$ cat src/rtl/bus_dest_bank_if.sv
// Bus-side signal bundle for the destination register bank: the write word,
// destination/read selects and control inputs, plus the read-back and
// architectural outputs. The bank is the slave; whoever drives the bus
// (datapath control or a testbench) uses the master view.
interface bus_dest_bank_if;
    logic [31:0] BusMuxOut;
    logic        dest_we;
    logic [4:0]  dest_sel;
    logic [4:0]  rd_a_sel;
    logic [4:0]  rd_b_sel;
    logic        ba_mode;
    logic        err_clr;
    logic [31:0] rd_a_data;
    logic [31:0] rd_b_data;
    logic [31:0] hi_q;
    logic [31:0] lo_q;
    logic [31:0] out_port;
    logic        err_illegal;
    logic [15:0] wr_count;

    modport master (
        output BusMuxOut, dest_we, dest_sel, rd_a_sel, rd_b_sel, ba_mode, err_clr,
        input  rd_a_data, rd_b_data, hi_q, lo_q, out_port, err_illegal, wr_count
    );

    modport slave (
        input  BusMuxOut, dest_we, dest_sel, rd_a_sel, rd_b_sel, ba_mode, err_clr,
        output rd_a_data, rd_b_data, hi_q, lo_q, out_port, err_illegal, wr_count
    );
endinterface

$ cat src/rtl/bus_dest_bank.sv
// Destination register bank: R0-R15, HI, LO and the output port (codes 0-18).
// Writes are captured into a one-entry pending stage and committed to the
// architectural register on the following edge. Both read ports bypass from
// the pending stage, so a word is readable the cycle right after its capture
// edge. Codes 19-31 are illegal: they write nothing and raise a sticky flag.
module bus_dest_bank (
    input  logic            clk,
    input  logic            clr_n,
    bus_dest_bank_if.slave  bus
);
    localparam int          NUM_DEST  = 19;
    localparam logic [4:0]  LAST_CODE = 5'd18;

    // Architectural registers, gathered from the per-register generate blocks.
    logic [31:0] w_regs [NUM_DEST];

    // Pending (captured but not yet committed) write.
    logic        r_pend_v;
    logic [4:0]  r_pend_sel;
    logic [31:0] r_pend_data;

    logic        r_err_illegal;
    logic [15:0] r_wr_count;

    logic        w_cap_ok;
    logic        w_illegal;

    assign w_cap_ok  = bus.dest_we && (bus.dest_sel <= LAST_CODE);
    assign w_illegal = bus.dest_we && (bus.dest_sel >  LAST_CODE);

    // Capture stage: a legal request fills the pending slot, anything else empties it.
    always_ff @(posedge clk or negedge clr_n) begin
        if (!clr_n) begin
            r_pend_v    <= 1'b0;
            r_pend_sel  <= '0;
            r_pend_data <= '0;
        end else begin
            r_pend_v <= w_cap_ok;
            if (w_cap_ok) begin
                r_pend_sel  <= bus.dest_sel;
                r_pend_data <= bus.BusMuxOut;
            end
        end
    end

    // One storage register per destination; each commits when the pending slot targets it.
    for (genvar gi = 0; gi < NUM_DEST; gi++) begin : g_reg
        logic [31:0] r_q;

        // Commit stage for destination gi.
        always_ff @(posedge clk or negedge clr_n) begin
            if (!clr_n) begin
                r_q <= '0;
            end else if (r_pend_v && (r_pend_sel == 5'(gi))) begin
                r_q <= r_pend_data;
            end
        end

        assign w_regs[gi] = r_q;
    end

    // Count committed writes, holding at all-ones instead of wrapping.
    always_ff @(posedge clk or negedge clr_n) begin
        if (!clr_n) begin
            r_wr_count <= '0;
        end else if (r_pend_v && (r_wr_count != 16'hFFFF)) begin
            r_wr_count <= r_wr_count + 16'd1;
        end
    end

    // Sticky illegal-code flag; a new illegal request beats a simultaneous clear.
    always_ff @(posedge clk or negedge clr_n) begin
        if (!clr_n) begin
            r_err_illegal <= 1'b0;
        end else if (w_illegal) begin
            r_err_illegal <= 1'b1;
        end else if (bus.err_clr) begin
            r_err_illegal <= 1'b0;
        end
    end

    // Two identical read ports; the bypass looks only at registered pending state.
    logic [4:0]  w_rd_sel  [2];
    logic [31:0] w_rd_data [2];

    assign w_rd_sel[0] = bus.rd_a_sel;
    assign w_rd_sel[1] = bus.rd_b_sel;

    for (genvar gi = 0; gi < 2; gi++) begin : g_rd
        // Read mux: base-address mask, illegal code, bypass, then architectural value.
        always_comb begin
            w_rd_data[gi] = '0;
            if (bus.ba_mode && (w_rd_sel[gi] == 5'd0)) begin
                w_rd_data[gi] = '0;
            end else if (w_rd_sel[gi] > LAST_CODE) begin
                w_rd_data[gi] = '0;
            end else if (r_pend_v && (w_rd_sel[gi] == r_pend_sel)) begin
                w_rd_data[gi] = r_pend_data;
            end else begin
                w_rd_data[gi] = w_regs[w_rd_sel[gi]];
            end
        end
    end

    assign bus.rd_a_data   = w_rd_data[0];
    assign bus.rd_b_data   = w_rd_data[1];
    assign bus.hi_q        = w_regs[16];
    assign bus.lo_q        = w_regs[17];
    assign bus.out_port    = w_regs[18];
    assign bus.err_illegal = r_err_illegal;
    assign bus.wr_count    = r_wr_count;
endmodule
$ cat src/flat_wrapper.sv
// flat-port wrapper written by rule: the top's interface ports become plain ports
module bus_dest_bank_flat 
  (clk, clr_n, bus_BusMuxOut, bus_dest_we, bus_dest_sel, bus_rd_a_sel, bus_rd_b_sel, bus_ba_mode, bus_err_clr, bus_rd_a_data, bus_rd_b_data, bus_hi_q, bus_lo_q, bus_out_port, bus_err_illegal, bus_wr_count);
  bus_dest_bank_if bus_i ();
  input  logic clk;
  input  logic clr_n;
  input wire logic [$bits(bus_i.BusMuxOut)-1:0] bus_BusMuxOut;
  input wire logic [$bits(bus_i.dest_we)-1:0] bus_dest_we;
  input wire logic [$bits(bus_i.dest_sel)-1:0] bus_dest_sel;
  input wire logic [$bits(bus_i.rd_a_sel)-1:0] bus_rd_a_sel;
  input wire logic [$bits(bus_i.rd_b_sel)-1:0] bus_rd_b_sel;
  input wire logic [$bits(bus_i.ba_mode)-1:0] bus_ba_mode;
  input wire logic [$bits(bus_i.err_clr)-1:0] bus_err_clr;
  output wire logic [$bits(bus_i.rd_a_data)-1:0] bus_rd_a_data;
  output wire logic [$bits(bus_i.rd_b_data)-1:0] bus_rd_b_data;
  output wire logic [$bits(bus_i.hi_q)-1:0] bus_hi_q;
  output wire logic [$bits(bus_i.lo_q)-1:0] bus_lo_q;
  output wire logic [$bits(bus_i.out_port)-1:0] bus_out_port;
  output wire logic [$bits(bus_i.err_illegal)-1:0] bus_err_illegal;
  output wire logic [$bits(bus_i.wr_count)-1:0] bus_wr_count;
  assign bus_i.BusMuxOut = bus_BusMuxOut;
  assign bus_i.dest_we = bus_dest_we;
  assign bus_i.dest_sel = bus_dest_sel;
  assign bus_i.rd_a_sel = bus_rd_a_sel;
  assign bus_i.rd_b_sel = bus_rd_b_sel;
  assign bus_i.ba_mode = bus_ba_mode;
  assign bus_i.err_clr = bus_err_clr;
  assign bus_rd_a_data = bus_i.rd_a_data;
  assign bus_rd_b_data = bus_i.rd_b_data;
  assign bus_hi_q = bus_i.hi_q;
  assign bus_lo_q = bus_i.lo_q;
  assign bus_out_port = bus_i.out_port;
  assign bus_err_illegal = bus_i.err_illegal;
  assign bus_wr_count = bus_i.wr_count;
  bus_dest_bank u_core (.clk(clk), .clr_n(clr_n), .bus(bus_i));
endmodule
$ cat config.mk
export PLATFORM = sky130hd
export DESIGN_NAME = bus_dest_bank_flat
export DESIGN_NICKNAME = d
export VERILOG_FILES = /design/src/rtl/bus_dest_bank_if.sv /design/src/rtl/bus_dest_bank.sv /design/src/flat_wrapper.sv
export SDC_FILE = /design/constraint.sdc
export NUM_CORES = 1
export LEC_CHECK = 0
export CORE_MARGIN = 2
export CORE_UTILIZATION = 45
export DETAILED_ROUTE_END_ITERATION = 6
export PLACE_DENSITY = 0.74
export SYNTH_ARGS = -nofsm -noshare
export SYNTH_HDL_FRONTEND = slang
export SYNTH_SLANG_ARGS = --single-unit
$ cat constraint.sdc
create_clock -name clk -period 2.7 [get_ports clk]
set_input_delay 0.54 -clock clk [delete_from_list [all_inputs] [get_ports clk]]
set_output_delay 0.54 -clock clk [all_outputs]
set_load 0.02 [all_outputs]
==> results of run 1 <==
[power breakdown]
part | switching, mW | internal (mW) | total, mW
clock | 4.25 | 6.01 | 10.3
sequential | 3.18 | 13.4 | 16.6
combinational | 6.50 | 6.93 | 13.4
[cell usage in the layout, fill, tap and decap left out, drive strengths merged, types with 8 or more instances in the layout]
master and n:
nand3 76, clkbuf 111, mux2 647, o21ai 65, nand4 9, mux2i 576, a22o 69, a21oi 128
nand2 86, nor2 81, and2 8, clkdlybuf4s50 153, xnor2 10, buf 551, clkinv 11, nor2b 22
xor2 12, a311oi 65, a22oi 189, dfrtp 663
[timing repair]
action	CTS	global route
buffers inserted	36	17
gates cloned	8	0
resized for setup	524	52
endpoints found under the hold margin	44	0
pin swaps	31	23
hold buffers	1	0
setup endpoints to repair	64	64
[how the worst max path moves through the flow]
stage / end / slack [ns] / cells past startpoint
floorplan: bus_rd_b_data[1] / 0.04 / 8
global placement: bus_rd_a_data[18] / -1.56 / 10
detailed placement: bus_rd_a_data[24] / -1.50 / 10
CTS: bus_rd_a_data[20] / -0.79 / 11
global route: bus_rd_b_data[8] / -0.81 / 10
finish: bus_rd_b_data[8] / -0.77 / 10
[routing by layer]
metal  vias up  global-route usage (%)  wire (µm)
met2      1991                    48.0      59800
met3       504                    9.65      15700
met1     15300                    41.9      54400
met5         -                       0         13
li1      12300                       -          -
met4         2                    15.8       7440
[layout make-up]
class / count / area, µm²
Multi-Input combinational cell: 2064 / 19700
Antenna cell: 2 / 5.00
Clock buffer: 111 / 2200
Timing Repair Buffer: 712 / 7320
Inverter: 2 / 7.51
Tap cell: 1060 / 1330
Fill cell: 6249 / 33400
Clock inverter: 18 / 211
Sequential cell: 663 / 16600
[logic make-up after synthesis]
logic type	after synthesis
compound gates	519
xor+xnor	22
fa+ha+maj	1
buf+inv	317
flops	663
mux	1223
simple gates	298
[metrics by stage]
step,setup WS (ns),TNS (ns)
floorplan,0.0407,0
global placement,-1.56,-76.54
detailed placement,-1.50,-75.10
CTS,-0.790,-36.88
global route,-0.809,-41.90
finish,-0.770,-39.72
[worst reg2reg max path, stage by stage (launching register included)]
cell	delay [ns]
dfrtp_1	0.42
buf_4	0.17
buf_4	0.19
nor2b_1	0.18
and2_1	0.22
nand2_2	0.13
buf_4	0.55
mux2_2	0.49
[state kept, by name (all words and copies together) (netlist names)]
| name | count |
|---|---|
| u_core.bus.lo_q | 32 |
| u_core.g.r_q | 512 |
| u_core.bus.wr_count | 16 |
| u_core.r_pend_v | 1 |
| u_core.r_pend_sel | 5 |
| u_core.bus.hi_q | 32 |
| u_core.bus.err_illegal | 1 |
| u_core.r_pend_data | 32 |
| u_core.bus.out_port | 32 |
==> metrics, run 1 <==
run status finished with violations; violated checks setup timing; CTS tree built; most common cell in the netlist dfrtp_1; max-slew violations 0; Final nets 3,568; Critical R2R Capture u_core.g_reg[5].r_q[8]; final hold violations 0; clock slew at reported path FFs 0.06 ns; worst hold path type primary input to asynchronous set/reset pin; relative slew slack 52.8%; Final Cycle Share 129%; clock tree buffer depth 3; final hold slack 0.457 ns; synthesized area 36,900 µm²; DR iter-0 viols 3,408; wire per inst 29.6 µm; initial core utilization 45.6%; Worst Clk Skew 0.0189 ns; reg2reg start u_core.r_pend_v; first-pass GRT wire length 203,000 µm; critical path's largest stage delay 0.42 ns; fin util 58.7%; top cells by area, synth dfrtp_1 (45%), mux2_2 (19%), mux2i_1 (16%); clk root buf clkbuf_16; minimum clock period 3.47 ns; WS Path Type flip-flop to output port; maximum VDD drop 0.716 mV; adder-cell share of the synthesized area 0.0339%; CP Launch Point u_core.r_pend_sel[1]; Yosys warning count 0; most frequent CP cell buf_12; Startpoint Class flip-flop; unrepaired setup endpoints after global routing yes; FF-to-FF path depth 7; height of the die 290 µm; remaining global-route overflow 0; htree depth 3; HPWL Detailed 90,100 µm; post-synthesis xor/xnor area fraction 0.522%; Critical Path RT 2.16 ns; area grow syn2layout 28.5%; Post-DRT Antenna Nets 0; post-synthesis compound-gate area fraction 10.0%; final setup fails 64; DP Area 43,000 µm²; CP Cell Sequence buf_6, xor2_2, nor4_4, nand3_4, buf_12, buf_12, buf_12, a311oi_4, buf_4, buf_6; Port Buffers 228; Maximum Capacitance Violations 0; dpl cells 4,462; pwr/cell area 850 nW/µm²; ys flop type dfrtp_1; CP arrival 2.93 ns; TritonRoute pass-1 iters 6; Top Ports 229; Syn Nets 3,096; Syn Inst Count 3,043; WP buf/inv 6; syn avg cell area 12.1 µm²; R2R setup slack 0.24 ns; Avg Vias per Cell 6.49; vias in the first global route 30,500; setup ws final -0.770 ns; post-route cell area 47,400 µm²; routability congestion estimate 0.943; FFs w/ async S/R, synth 100%; FF+latch count, synth 663; fraction of layout cells with a size suffix above 1 40.1%; post-synthesis mux area share 35.4%; Synth Area in Simple Gates 3.89%; CP Max Fanout 8; # rows 104; CTS sink cnt 663; vias 30,000; Cell variety after synth 43; die width 290 µm; DR DRC count 0; worst slew pin tran 0.706 ns; final wirelength 137,000 µm; Pleak 22.0 nW; Worst Setup End Kind output port; antenna violations before repair 3; achievable frequency 288 MHz; top post-synthesis cells by count dfrtp_1 (663), mux2_2 (609), mux2i_1 (576), a22oi_1 (189), a21oi_1 (128); die footprint 84,300 µm²; combinational family with the most area after synthesis multiplexers; CTS Buf Count 72; pin count of the biggest net entering global routing 84; Synth top area share 45.0%; Total Routing Usage GR 31.9%; CP max stage cell dfrtp_1; EDFF count, synth 0; Core Area 80,800 µm²; cell family with most CP delay buffers and inverters; Tot Pwr 40.3 mW; Final Non-Filler Cells 4,632; Clock Latency Late Sink 0.64 ns; Yosys top cell by area dfrtp_1; sequential cell area fraction in the yosys report 45.0%
Power figures use the tool's default switching activity.
==> inputs of run 2 (changes only) <==
--- a/config.mk
+++ b/config.mk
@@ -7,6 +7,7 @@
 export LEC_CHECK = 0
 export CORE_MARGIN = 2
 export CORE_UTILIZATION = 45
+export CTS_CLUSTER_SIZE = 8
 export DETAILED_ROUTE_END_ITERATION = 6
 export PLACE_DENSITY = 0.74
 export SYNTH_ARGS = -nofsm -noshare
==> run 2 against run 1 <==
Against the previous run: the run ends with DRC, setup timing left; largest power group unchanged; highest routed layer unchanged; non-clock buffer count up 2; sequential power barely moved; combinational power about the same.
==> metrics, run 2 (synthesis gave the netlist of run 1 again) <==
run status finished with violations; violated checks DRC, setup timing; CTS sink cnt 663; htree depth 3; dpl ws -1.50 ns; final hold slack 0.450 ns; clk root buf clkbuf_16; die footprint 84,300 µm²; final setup fails 64; TritonRoute pass-1 iters 7; unrepaired setup endpoints after global routing yes; Avg Vias per Cell 6.58; max-slew violations 0; worst slew pin tran 0.794 ns; DR iter-0 viols 3,577; setup ws final -0.667 ns; Worst Clk Skew 0.0222 ns; wire per inst 30.1 µm; die width 290 µm; CP Max Fanout 5; # rows 104; fraction of layout cells with a size suffix above 1 40.7%; Total Routing Usage GR 32.3%; Reg power frac 41.1%; most common cell after layout, fill and taps aside dfrtp_1; vias in the first global route 30,800; P_sw 14.1 mW; pin count of the biggest net entering global routing 84; clock share of power 25.6%; CTS tree built; remaining global-route overflow 0; Sw Share 34.7%; Post-DRT Antenna Nets 0; Port Buffers 228; worst hold path type primary input to asynchronous set/reset pin; WS Path Type flip-flop to output port; pwr/cell area 854 nW/µm²; CTS Buf Count 92; area grow syn2layout 28.7%; Startpoint Class flip-flop; Clock Latency Late Sink 0.66 ns; Final nets 3,590; height of the die 290 µm; antenna violations before repair 4; max reg flops 512; final wirelength 139,000 µm; clock slew at reported path FFs 0.05 ns; first-pass GRT wire length 206,000 µm; Maximum Capacitance Violations 0; minimum clock period 3.37 ns; maximum VDD drop 0.602 mV; Critical Path RT 2.16 ns; Pleak 22.0 nW; internal power 26.5 mW; R2R setup slack 0.18 ns; HPWL Detailed 90,100 µm; Final Cycle Share 125%; routability congestion estimate 0.943; Top reg by flops u_core.g.r_q; initial core utilization 45.6%; final hold violations 0; Worst Setup End Kind output port; Top Ports 229; DR DRC count 18; CP arrival 2.83 ns; relative slew slack 47.1%; most frequent cells in the layout dfrtp_1 (662), mux2_2 (609), mux2i_1 (576); achievable frequency 297 MHz; vias 30,300; clock tree buffer depth 3; Core Area 80,800 µm²; combinational power share 33.3%
[run 2: cell count changes in the layout (fill, tap and decap cells not counted), moves of 4 or more]
cell and delta:
a22oi_1 -9, a22oi_2 +9, buf_4 -7, buf_6 +11
bufinv_16 -4, clkbuf_1 -17, clkbuf_16 +18, clkbuf_8 -17
clkinv_2 -10, nand3_1 -9, nand3_2 +9, nor2_2 +10
nor2_4 -7
[run 2: metrics by stage]
step	instances	instance area [µm²]	power, mW	TNS, ns	util [%]
after floorplan	3043	36900	23.4	0	-
after global placement	4462	43000	28.7	-76.54	53.2
after detailed placement	4462	43000	29.2	-75.10	53.2
after CTS	4596	47200	40.0	-33.15	58.4
after global routing	4603	47500	42.1	-35.04	58.7
final	4603	47500	40.5	-32.06	58.7
[run 2: final cells by class]
cell class	instances	area, µm²
repair buffers	714	7350
inverters	2	7.51
multi-input cells	2064	19800
clock buffers	95	2360
well taps	1060	1330
fillers	6239	33300
flip-flops and latches	663	16600
diodes	1	2.50
clock inverters	4	53.8
[run 2: power by group through the flow]
stage / Sequential [mW] / Clock (mW) / Combinational [mW]
global placement: 16.3 / 0 / 12.4
global route: 17.0 / 10.9 / 14.2
floorplan: 16.3 / 0 / 7.14
finish: 16.6 / 10.4 / 13.5
detailed placement: 16.5 / 0 / 12.7
CTS: 16.4 / 10.4 / 13.1
[run 2: timing repair]
action / CTS / global route
hold buffers: 1 / 0
resized for setup: 549 / 69
endpoints found under the setup margin: 64 / 64
pin swaps: 31 / 27
cloned: 9 / 0
buffers inserted: 39 / 18
hold endpoints to repair: 44 / 0
[run 2: worst paths after layout]
| check | start | to | depth (start not counted) |
|---|---|---|---|
| setup / recovery | u_core.r_pend_sel[2] | bus_rd_a_data[20] | 9 |
| hold / removal | clr_n | u_core.bus.wr_count[10] | 2 |
| setup reg to reg | u_core.r_pend_v | u_core.g_reg[5].r_q[3] | 7 |
| hold reg to reg | u_core.bus.wr_count[15] | u_core.bus.wr_count[15] | 1 |
| max in group asynchronous | clr_n | u_core.g_reg[10].r_q[12] | 3 |
| min in group clk | bus_err_clr | u_core.bus.err_illegal | 2 |
[run 2: metal layers]
metal  global-route usage [%]  vias up  wire length [µm]
met5                        0        -                16
met4                     15.9        2              7450
met3                     10.5      535             16700
met2                     48.9     2129             60700
met1                     41.7    15300             53600
li1                         -    12300                 -
[run 2: worst max-delay path: stages, from the launching register on]
cell and delay, ns:
dfrtp_2 0.48, xor2_2 0.18, nor4_4 0.33, nand3_4 0.14, buf_12 0.18, buf_16 0.16, buf_6 0.14, a311oi_4 0.25
buf_4 0.18, buf_6 0.12
